**src/rtl/gpio_logic_unit.sv**
```systemverilog
// rtl/gpio_logic_unit.sv - clocked GPIO logic/arithmetic unit with synchronised inputs
// and registered R/X/LEDR outputs.
module gpio_logic_unit #(
  parameter int W = 8
) (
  input  logic           CLOCK_50,
  input  logic [3:0]     KEY,
  input  logic [9:0]     SW,
  inout  wire  [4*W-1:0] GPIO,
  output logic [9:0]     LEDR
);

  logic rst_n;
  assign rst_n = KEY[0];

  logic unused_inputs;
  assign unused_inputs = ^{KEY[3:2], SW[8:3]};

  logic [W-1:0] a_s1_q, a_s2_q, b_s1_q, b_s2_q;
  logic [2:0]   mode_s1_q, mode_s2_q, mode_prev_q, led_mode_q;
  logic         hold_s1_q, hold_s2_q;
  logic         key_s1_q, key_s2_q, key_prev_q, b0_prev_q;

  logic [W-1:0] acc_q, steps_q, cnt_q, sr_q, r_q, x_q;
  logic [W-1:0] acc_d, steps_d, cnt_d, sr_d, r_d, x_d;
  logic         ovf_q, ovf_d;

  logic         step, rise, mode_chg;
  logic [W:0]   sum, acc_sum;

  assign step     = key_prev_q & ~key_s2_q;
  assign rise     = b_s2_q[0] & ~b0_prev_q;
  assign mode_chg = (mode_s2_q != mode_prev_q);
  assign sum      = {1'b0, a_s2_q} + {1'b0, b_s2_q};
  assign acc_sum  = {1'b0, acc_q} + {1'b0, a_s2_q};

  // Results are derived from the next-state values so a step or edge shows on R
  // in the same cycle the state moves.
  always_comb begin
    acc_d   = acc_q;
    steps_d = steps_q;
    cnt_d   = cnt_q;
    sr_d    = sr_q;
    ovf_d   = ovf_q;
    r_d     = '0;
    x_d     = '0;

    if (mode_chg) begin
      acc_d   = '0;
      steps_d = '0;
      cnt_d   = '0;
      sr_d    = '0;
      ovf_d   = 1'b0;
    end else begin
      case (mode_s2_q)
        3'd5: if (step) begin
          acc_d   = acc_sum[W-1:0];
          steps_d = steps_q + 1'b1;
          if (acc_sum[W]) ovf_d = 1'b1;
        end
        3'd6: if (rise) cnt_d = cnt_q + 1'b1;
        3'd7: if (step) sr_d = {sr_q[W-2:0], b_s2_q[0]};
        default: ;
      endcase
    end

    if (mode_s2_q == 3'd4 && sum[W]) ovf_d = 1'b1;

    case (mode_s2_q)
      3'd0: begin r_d = b_s2_q;          x_d = a_s2_q; end
      3'd1: begin r_d = a_s2_q | b_s2_q; x_d = '0;     end
      3'd2: begin r_d = a_s2_q & b_s2_q; x_d = '0;     end
      3'd3: begin r_d = a_s2_q ^ b_s2_q; x_d = '0;     end
      3'd4: begin r_d = sum[W-1:0];      x_d = {{(W-1){1'b0}}, sum[W]}; end
      3'd5: begin r_d = acc_d;           x_d = steps_d; end
      3'd6: begin r_d = cnt_d;           x_d = {W{cnt_d == a_s2_q}}; end
      default: begin r_d = sr_d;         x_d = a_s2_q; end
    endcase
  end

  always_ff @(posedge CLOCK_50) begin
    if (!rst_n) begin
      a_s1_q      <= '0;
      a_s2_q      <= '0;
      b_s1_q      <= '0;
      b_s2_q      <= '0;
      mode_s1_q   <= '0;
      mode_s2_q   <= '0;
      mode_prev_q <= '0;
      led_mode_q  <= '0;
      hold_s1_q   <= 1'b0;
      hold_s2_q   <= 1'b0;
      key_s1_q    <= 1'b1;
      key_s2_q    <= 1'b1;
      key_prev_q  <= 1'b0;
      b0_prev_q   <= 1'b0;
      acc_q       <= '0;
      steps_q     <= '0;
      cnt_q       <= '0;
      sr_q        <= '0;
      ovf_q       <= 1'b0;
      r_q         <= '0;
      x_q         <= '0;
    end else begin
      a_s1_q      <= GPIO[2*W-1:W];
      a_s2_q      <= a_s1_q;
      b_s1_q      <= GPIO[W-1:0];
      b_s2_q      <= b_s1_q;
      mode_s1_q   <= SW[2:0];
      mode_s2_q   <= mode_s1_q;
      hold_s1_q   <= SW[9];
      hold_s2_q   <= hold_s1_q;
      key_s1_q    <= KEY[1];
      key_s2_q    <= key_s1_q;
      // History keeps tracking through hold so its release creates no event.
      key_prev_q  <= key_s2_q;
      b0_prev_q   <= b_s2_q[0];
      mode_prev_q <= mode_s2_q;
      led_mode_q  <= mode_s2_q;
      if (!hold_s2_q) begin
        acc_q   <= acc_d;
        steps_q <= steps_d;
        cnt_q   <= cnt_d;
        sr_q    <= sr_d;
        ovf_q   <= ovf_d;
        r_q     <= r_d;
        x_q     <= x_d;
      end
    end
  end

  assign GPIO[2*W-1:0]   = {(2*W){1'bz}};
  assign GPIO[3*W-1:2*W] = r_q;
  assign GPIO[4*W-1:3*W] = x_q;
  assign LEDR            = {ovf_q, 6'b0, led_mode_q};

endmodule

```
**config.mk**
```make
export PLATFORM = sky130hd
export DESIGN_NAME = gpio_logic_unit
export DESIGN_NICKNAME = d
export VERILOG_FILES = /design/src/rtl/gpio_logic_unit.sv
export SDC_FILE = /design/constraint.sdc
export NUM_CORES = 1
export LEC_CHECK = 0
export BUFFER_PORTS_ARGS = -buffer_cell sky130_fd_sc_hd__buf_2
export CORE_MARGIN = 2
export CORE_UTILIZATION = 57
export CTS_BUF_LIST = sky130_fd_sc_hd__clkbuf_4 sky130_fd_sc_hd__clkbuf_8 sky130_fd_sc_hd__clkbuf_16
export DETAILED_ROUTE_END_ITERATION = 12
export PLACE_DENSITY_LB_ADDON = 0.25
export SLEW_MARGIN = 20
export SYNTH_ARGS = -nofsm -noshare
export SYNTH_HDL_FRONTEND = slang
export SYNTH_SLANG_ARGS = --single-unit
```
**constraint.sdc**
```tcl
create_clock -name CLOCK_50 -period 2.9 [get_ports CLOCK_50]
set_input_delay 0.145 -clock CLOCK_50 [delete_from_list [all_inputs] [get_ports CLOCK_50]]
set_output_delay 0.145 -clock CLOCK_50 [all_outputs]
set_load 0.005 [all_outputs]
```
Word level (Yosys, flattened, before mapping)
Index checks and enable logic that the tools add are counted.
{ "word_totals": {"out_inout_bits": 42, "inputBits": 15, "ff_bits": 66} }
{ "classes": {"reduce_logical": 7, "add_sub_neg": 4, "eq_ne": 9, "muxes": 19, "bitwise_logic": 8} }
{ "ops": {"columns": ["cell", "count"], "rows": [
  ["$mux W8", 12],
  ["$pmux W8 S7", 1],
  ["$pmux W8 S4", 1],
  ["$add A8 B8 Y9", 2],
  ["$add A8 B1 Y8 const B", 2],
  ["$eq A3 B3 Y1 const B", 4],
  ["$reduce_bool A3 Y1", 3],
  ["$and A8 B8 Y8", 1],
  ["$eq A8 B8 Y1", 1],
  ["$or A8 B8 Y8", 1],
  ["$xor A8 B8 Y8", 1],
  ["$eq A3 B2 Y1 const B", 2],
  ["$mux W1", 5],
  ["$reduce_and A4 Y1", 1],
  ["$eq A3 B1 Y1 const B", 1],
  ["$logic_not A3 Y1", 1],
  ["$ne A3 B3 Y1", 1],
  ["$not A1 Y1", 3],
  ["$reduce_or A3 Y1", 1],
  ["$and A1 B1 Y1", 2],
  ["$logic_and A1 B1 Y1", 1]
]} }

Longest topological paths before layout
{ "depth": {"depth_word": 7, "mapped_depth": 8} }

Worst setup path after synthesis
No wires, ideal clock.
{ "synth_timing": {"kind": "register -> register", "from": "reg, netlist name b_s2_q[0]", "to": "reg acc_q[6]", "path_slack_ns": 0.669, "period_less_slack_ns": 2.231, "arrival_time_ns": 2.165, "stages_incl_launch_ff": 9, "path_buffers": 0, "setup_time_ns": 0.066, "path_cell_list": "dfxtp_1 -> ha_1 -> fa_1 -> a211oi_1 -> nor2_1 -> o31ai_1 -> a21boi_0 -> a22oi_1 -> nor2b_1"} }
{ "synth_rtl": {"columns": ["element", "line", "source"], "rows": [
  ["end signal, assigned", "97", "acc_q <= '0;"],
  ["end signal, assigned", "121", "acc_q <= acc_d;"],
  ["end, declared", "24", "logic [W-1:0] acc_q, steps_q, cnt_q, sr_q, r_q, x_q;"]
]} }

==> report_table.html <==
<table>
<tr><th>Metric</th><th>Value</th></tr>
<tr><th colspan="2">Run status</th></tr>
<tr><td>Status</td><td>complete, no violations</td></tr>
<tr><th colspan="2">Final layout</th></tr>
<tr><td>Number of standard cells in the layout, taps in and fillers out</td><td>553</td></tr>
<tr><td>Post-route cell area</td><td>4240 um^2</td></tr>
<tr><td>Ratio of cells with drive above 1 in the final layout</td><td>13.4%</td></tr>
<tr><td>Final net count</td><td>497</td></tr>
<tr><td># diodes</td><td>0</td></tr>
<tr><td>Most frequent cells in the layout</td><td>sky130_fd_sc_hd__dfxtp_1, sky130_fd_sc_hd__nand2_1, sky130_fd_sc_hd__nor2_1</td></tr>
<tr><td>Most common cell after layout, fill and taps aside</td><td>sky130_fd_sc_hd__dfxtp_1</td></tr>
<tr><td>Area delta synth-&gt;final</td><td>10.3%</td></tr>
<tr><th colspan="2">Timing</th></tr>
<tr><td>Period utilisation layout</td><td>88.5%</td></tr>
<tr><td>Transition time of the tightest slew-check pin</td><td>674 ps</td></tr>
<tr><td>Count of final max-slew check failures</td><td>0</td></tr>
<tr><td>Final critical delay including setup and external delays</td><td>2570 ps</td></tr>
<tr><td>Highest clock rate</td><td>390 MHz</td></tr>
<tr><td>Final-report setup violation count</td><td>0</td></tr>
<tr><td>Unrepaired setup endpoints after global routing</td><td>no</td></tr>
<tr><td>Total negative slack</td><td>0 ps</td></tr>
<tr><td>Final hold violation count</td><td>0</td></tr>
<tr><td>Skew final</td><td>7.50 ps</td></tr>
<tr><td>Normalized max-slew margin</td><td>54.9%</td></tr>
<tr><th colspan="2">Clocking</th></tr>
<tr><td>Number of H-tree branching levels</td><td>3</td></tr>
<tr><td>CTS tree</td><td>done</td></tr>
<tr><td>Reg clk slew, reported paths</td><td>70 ps</td></tr>
<tr><td>Total clock buffers created by CTS</td><td>9</td></tr>
<tr><td>Worst skew pair latency</td><td>350 ps</td></tr>
<tr><td>Root buf cell</td><td>sky130_fd_sc_hd__clkbuf_8</td></tr>
<tr><td>Sinks on Clock Net</td><td>66</td></tr>
<tr><td>Maximum root-to-sink buffer count</td><td>2</td></tr>
<tr><td>Count of cells resized by post-cts repair</td><td>0</td></tr>
<tr><th colspan="2">Detailed routing</th></tr>
<tr><td>TritonRoute pass-1 iters</td><td>5</td></tr>
<tr><td>Average routed wire per standard cell</td><td>17.1 um</td></tr>
<tr><td>Routed via count divided by cell count</td><td>6.14</td></tr>
<tr><td>Via count</td><td>3397</td></tr>
<tr><td>Remaining DRCs</td><td>0</td></tr>
<tr><td>Antenna-violating nets left</td><td>0</td></tr>
<tr><td>First DRT Iteration DRCs</td><td>259</td></tr>
<tr><td>Detailed Route WL</td><td>9.45 mm</td></tr>
<tr><th colspan="2">Floorplanning</th></tr>
<tr><td>Count of pins on the block boundary</td><td>57</td></tr>
<tr><td>Starting Density</td><td>59.9%</td></tr>
<tr><td>Core area</td><td>6420 um^2</td></tr>
<tr><td>Rows</td><td>29</td></tr>
<tr><td>Vertical die dimension</td><td>86.2 um</td></tr>
<tr><td>Total die area</td><td>7420 um^2</td></tr>
<tr><td>Die Wd</td><td>86.2 um</td></tr>
<tr><th colspan="2">Pwr</th></tr>
<tr><td>Leakage</td><td>1.64 nW</td></tr>
<tr><td>PnR Total Power</td><td>2.03 mW</td></tr>
<tr><td>Worst IR drop on VDD</td><td>0.329 mV</td></tr>
<tr><td>Total power density per cell area</td><td>477 nW/um^2</td></tr>
<tr><th colspan="2">Yosys</th></tr>
<tr><td>Count of flip-flops with a built-in enable after synthesis</td><td>0</td></tr>
<tr><td>Synth warn</td><td>0</td></tr>
<tr><td>Yosys top cell area share</td><td>34.3%</td></tr>
<tr><td>Fraction of the yosys area taken by sequential cells</td><td>34.3%</td></tr>
<tr><td>Largest area contributor in the netlist</td><td>sky130_fd_sc_hd__dfxtp_1</td></tr>
<tr><td>Instance count of the mapped netlist</td><td>451</td></tr>
<tr><td>Mean post-synth cell area</td><td>8.53 um^2</td></tr>
<tr><td>Library cells used by synthesis</td><td>63</td></tr>
<tr><td>Predominant post-synthesis flop cell</td><td>sky130_fd_sc_hd__dfxtp_1</td></tr>
<tr><td>Synth top area cells</td><td>sky130_fd_sc_hd__dfxtp_1, sky130_fd_sc_hd__buf_4, sky130_fd_sc_hd__nand2_1</td></tr>
<tr><td>Share of flip-flops with an asynchronous set or reset</td><td>0%</td></tr>
<tr><td>Netlist area before placement</td><td>3850 um^2</td></tr>
<tr><td>#FFs+latches synth</td><td>66</td></tr>
<tr><th colspan="2">Placed design</th></tr>
<tr><td>HPWL Detailed</td><td>6.41 mm</td></tr>
<tr><td>Placed instance count</td><td>524</td></tr>
<tr><td>Final weighted congestion in routability-driven placement</td><td>0.913</td></tr>
<tr><td>Area after detailed placement</td><td>3890 um^2</td></tr>
<tr><td>Buffers on Ports</td><td>10</td></tr>
<tr><th colspan="2">Global routing</th></tr>
<tr><td>All-layer global routing usage</td><td>26.9%</td></tr>
<tr><td>Number of antenna violations at the first check in global routing</td><td>0</td></tr>
<tr><td>Vias in the first global route</td><td>3131</td></tr>
<tr><td>Wire length of the first global-routing pass</td><td>15.6 mm</td></tr>
<tr><td>Maximum number of pins on one net before global-route repair</td><td>43</td></tr>
<tr><td>Gr ovfl total</td><td>0</td></tr>
<tr><th colspan="2">Job</th></tr>
<tr><td>Count of maximum capacitance violations</td><td>0</td></tr>
<tr><th colspan="2">Min path</th></tr>
<tr><td>Worst hold path type</td><td>in2reg</td></tr>
<tr><th colspan="2">Setup path</th></tr>
<tr><td>Worst Path Max Fanout</td><td>12</td></tr>
<tr><td>Startpoint-to-endpoint class of the critical path</td><td>reg2reg</td></tr>
<tr><td>Element type at the critical path start</td><td>flop</td></tr>
<tr><td>Data arrival time of the critical path</td><td>2850 ps</td></tr>
<tr><td>Crit path required time</td><td>3180 ps</td></tr>
<tr><td>Category of the worst setup path capture point</td><td>flop</td></tr>
</table>
==> registers in the layout, summed over array words and instances (netlist names) <==
signal,cells
b_s2_q,1
mode_s2_q,3
key_s1_q,1
cnt_q,8
hold_s1_q,1
hold_s2_q,1
b_s1_q,1
mode_s1_q,3
key_s2_q,1
b0_prev_q,1
led_mode_q,3
key_prev_q,1
ovf_q,1
GPIO,16
acc_q,8
steps_q,8
sr_q,8
==> final cells by class <==
| type | count | area, um^2 |
|---|---|---|
| Clock buffer | 11 | 145 |
| Multi-Input combinational cell | 355 | 2310 |
| Clock inverter | 5 | 77.6 |
| Timing Repair Buffer | 36 | 278 |
| Fill cell | 561 | 2180 |
| Inverter | 3 | 11.3 |
| Sequential cell | 66 | 1320 |
| Tap cell | 77 | 96.3 |
==> power by group <==
part           switching, mW  leakage, nW  internal (mW)
logic                  0.121        0.989         0.0811
clock network          0.358        0.113          0.514
registers             0.0219        0.538          0.930
total                  0.501         1.64           1.52
==> metrics by stage <==
| step | utilization, % | setup slack [ps] | hold WS, ps |
|---|---|---|---|
| after global routing | 66.1 | 131 | 25.2 |
| after floorplan | - | 669 | 246 |
| after detailed placement | 60.6 | 371 | 333 |
| after CTS | 66.1 | 346 | 20.0 |
| final | 66.1 | 334 | 27.9 |
| after global placement | 60.6 | 422 | 326 |
==> worst paths after layout <==
check | to | depth (start not counted) | startpoint | slack [ps]
setup reg to reg | acc_q[6]$_SDFFE_PN0N_ | 8 | b_s2_q[0]$_SDFF_PN0_ | 330
hold reg to reg | key_s2_q$_SDFF_PN1_ | 1 | key_s1_q$_SDFF_PN1_ | 410
setup / recovery | acc_q[6]$_SDFFE_PN0N_ | 8 | b_s2_q[0]$_SDFF_PN0_ | 330
hold / removal | mode_s1_q[0]$_SDFF_PN0_ | 2 | SW[0] | 30
==> per-layer routing <==
metal	up-vias	global-route usage, %	wire length (um)
met5	-	0	0
met4	0	12.3	257
met3	25	5.97	523
met2	119	42.1	4440
met1	1635	35.5	4240
li1	1618	-	-
==> kinds of logic after synthesis <==
group / Yosys count / share of synthesized area, %
and+or+nand+nor: 178 / 26.0
other: 1 / 0.0975
xor gates and xnor gates: 20 / 4.55
muxes: 4 / 1.07
DFF: 66 / 34.3
buffers and inverters: 52 / 7.64
adders and majority gates: 12 / 4.03
AOI/OAI and AO/OA: 118 / 22.3
==> synth_stat cells, types with 3 or more instances <==
cell,number
sky130_fd_sc_hd__a211oi_1,7
sky130_fd_sc_hd__a21boi_0,9
sky130_fd_sc_hd__a21o_1,5
sky130_fd_sc_hd__a21oi_1,29
sky130_fd_sc_hd__a22oi_1,15
sky130_fd_sc_hd__and2_1,16
sky130_fd_sc_hd__and3_1,3
sky130_fd_sc_hd__buf_2,7
sky130_fd_sc_hd__buf_4,24
sky130_fd_sc_hd__clkbuf_1,18
sky130_fd_sc_hd__dfxtp_1,66
sky130_fd_sc_hd__ha_1,10
sky130_fd_sc_hd__mux2i_1,3
sky130_fd_sc_hd__nand2_1,47
sky130_fd_sc_hd__nand2b_1,6
sky130_fd_sc_hd__nand3_1,8
sky130_fd_sc_hd__nand3b_1,4
sky130_fd_sc_hd__nand4_1,4
sky130_fd_sc_hd__nor2_1,30
sky130_fd_sc_hd__nor2b_1,22
sky130_fd_sc_hd__nor3_1,14
sky130_fd_sc_hd__o21ai_0,14
sky130_fd_sc_hd__o221a_2,8
sky130_fd_sc_hd__o221ai_1,8
sky130_fd_sc_hd__or2_2,3
sky130_fd_sc_hd__or3_1,4
sky130_fd_sc_hd__xnor2_1,13
sky130_fd_sc_hd__xor2_1,7
==> critical path, cell delays in order, from the launching register on <==
cell and delay, ps:
sky130_fd_sc_hd__dfxtp_1 480, sky130_fd_sc_hd__ha_1 320, sky130_fd_sc_hd__fa_1 430, sky130_fd_sc_hd__a211oi_1 270
sky130_fd_sc_hd__nor2_1 120, sky130_fd_sc_hd__o31ai_1 270, sky130_fd_sc_hd__a21boi_0 340, sky130_fd_sc_hd__a22oi_1 140
sky130_fd_sc_hd__nor2b_1 140
==> timing repair <==
action	in CTS	in global routing
hold buffers	13	0
hold endpoints to repair	13	0
setup endpoints to repair	0	0
buffers inserted	0	0
(Power assumes the default switching activity.)
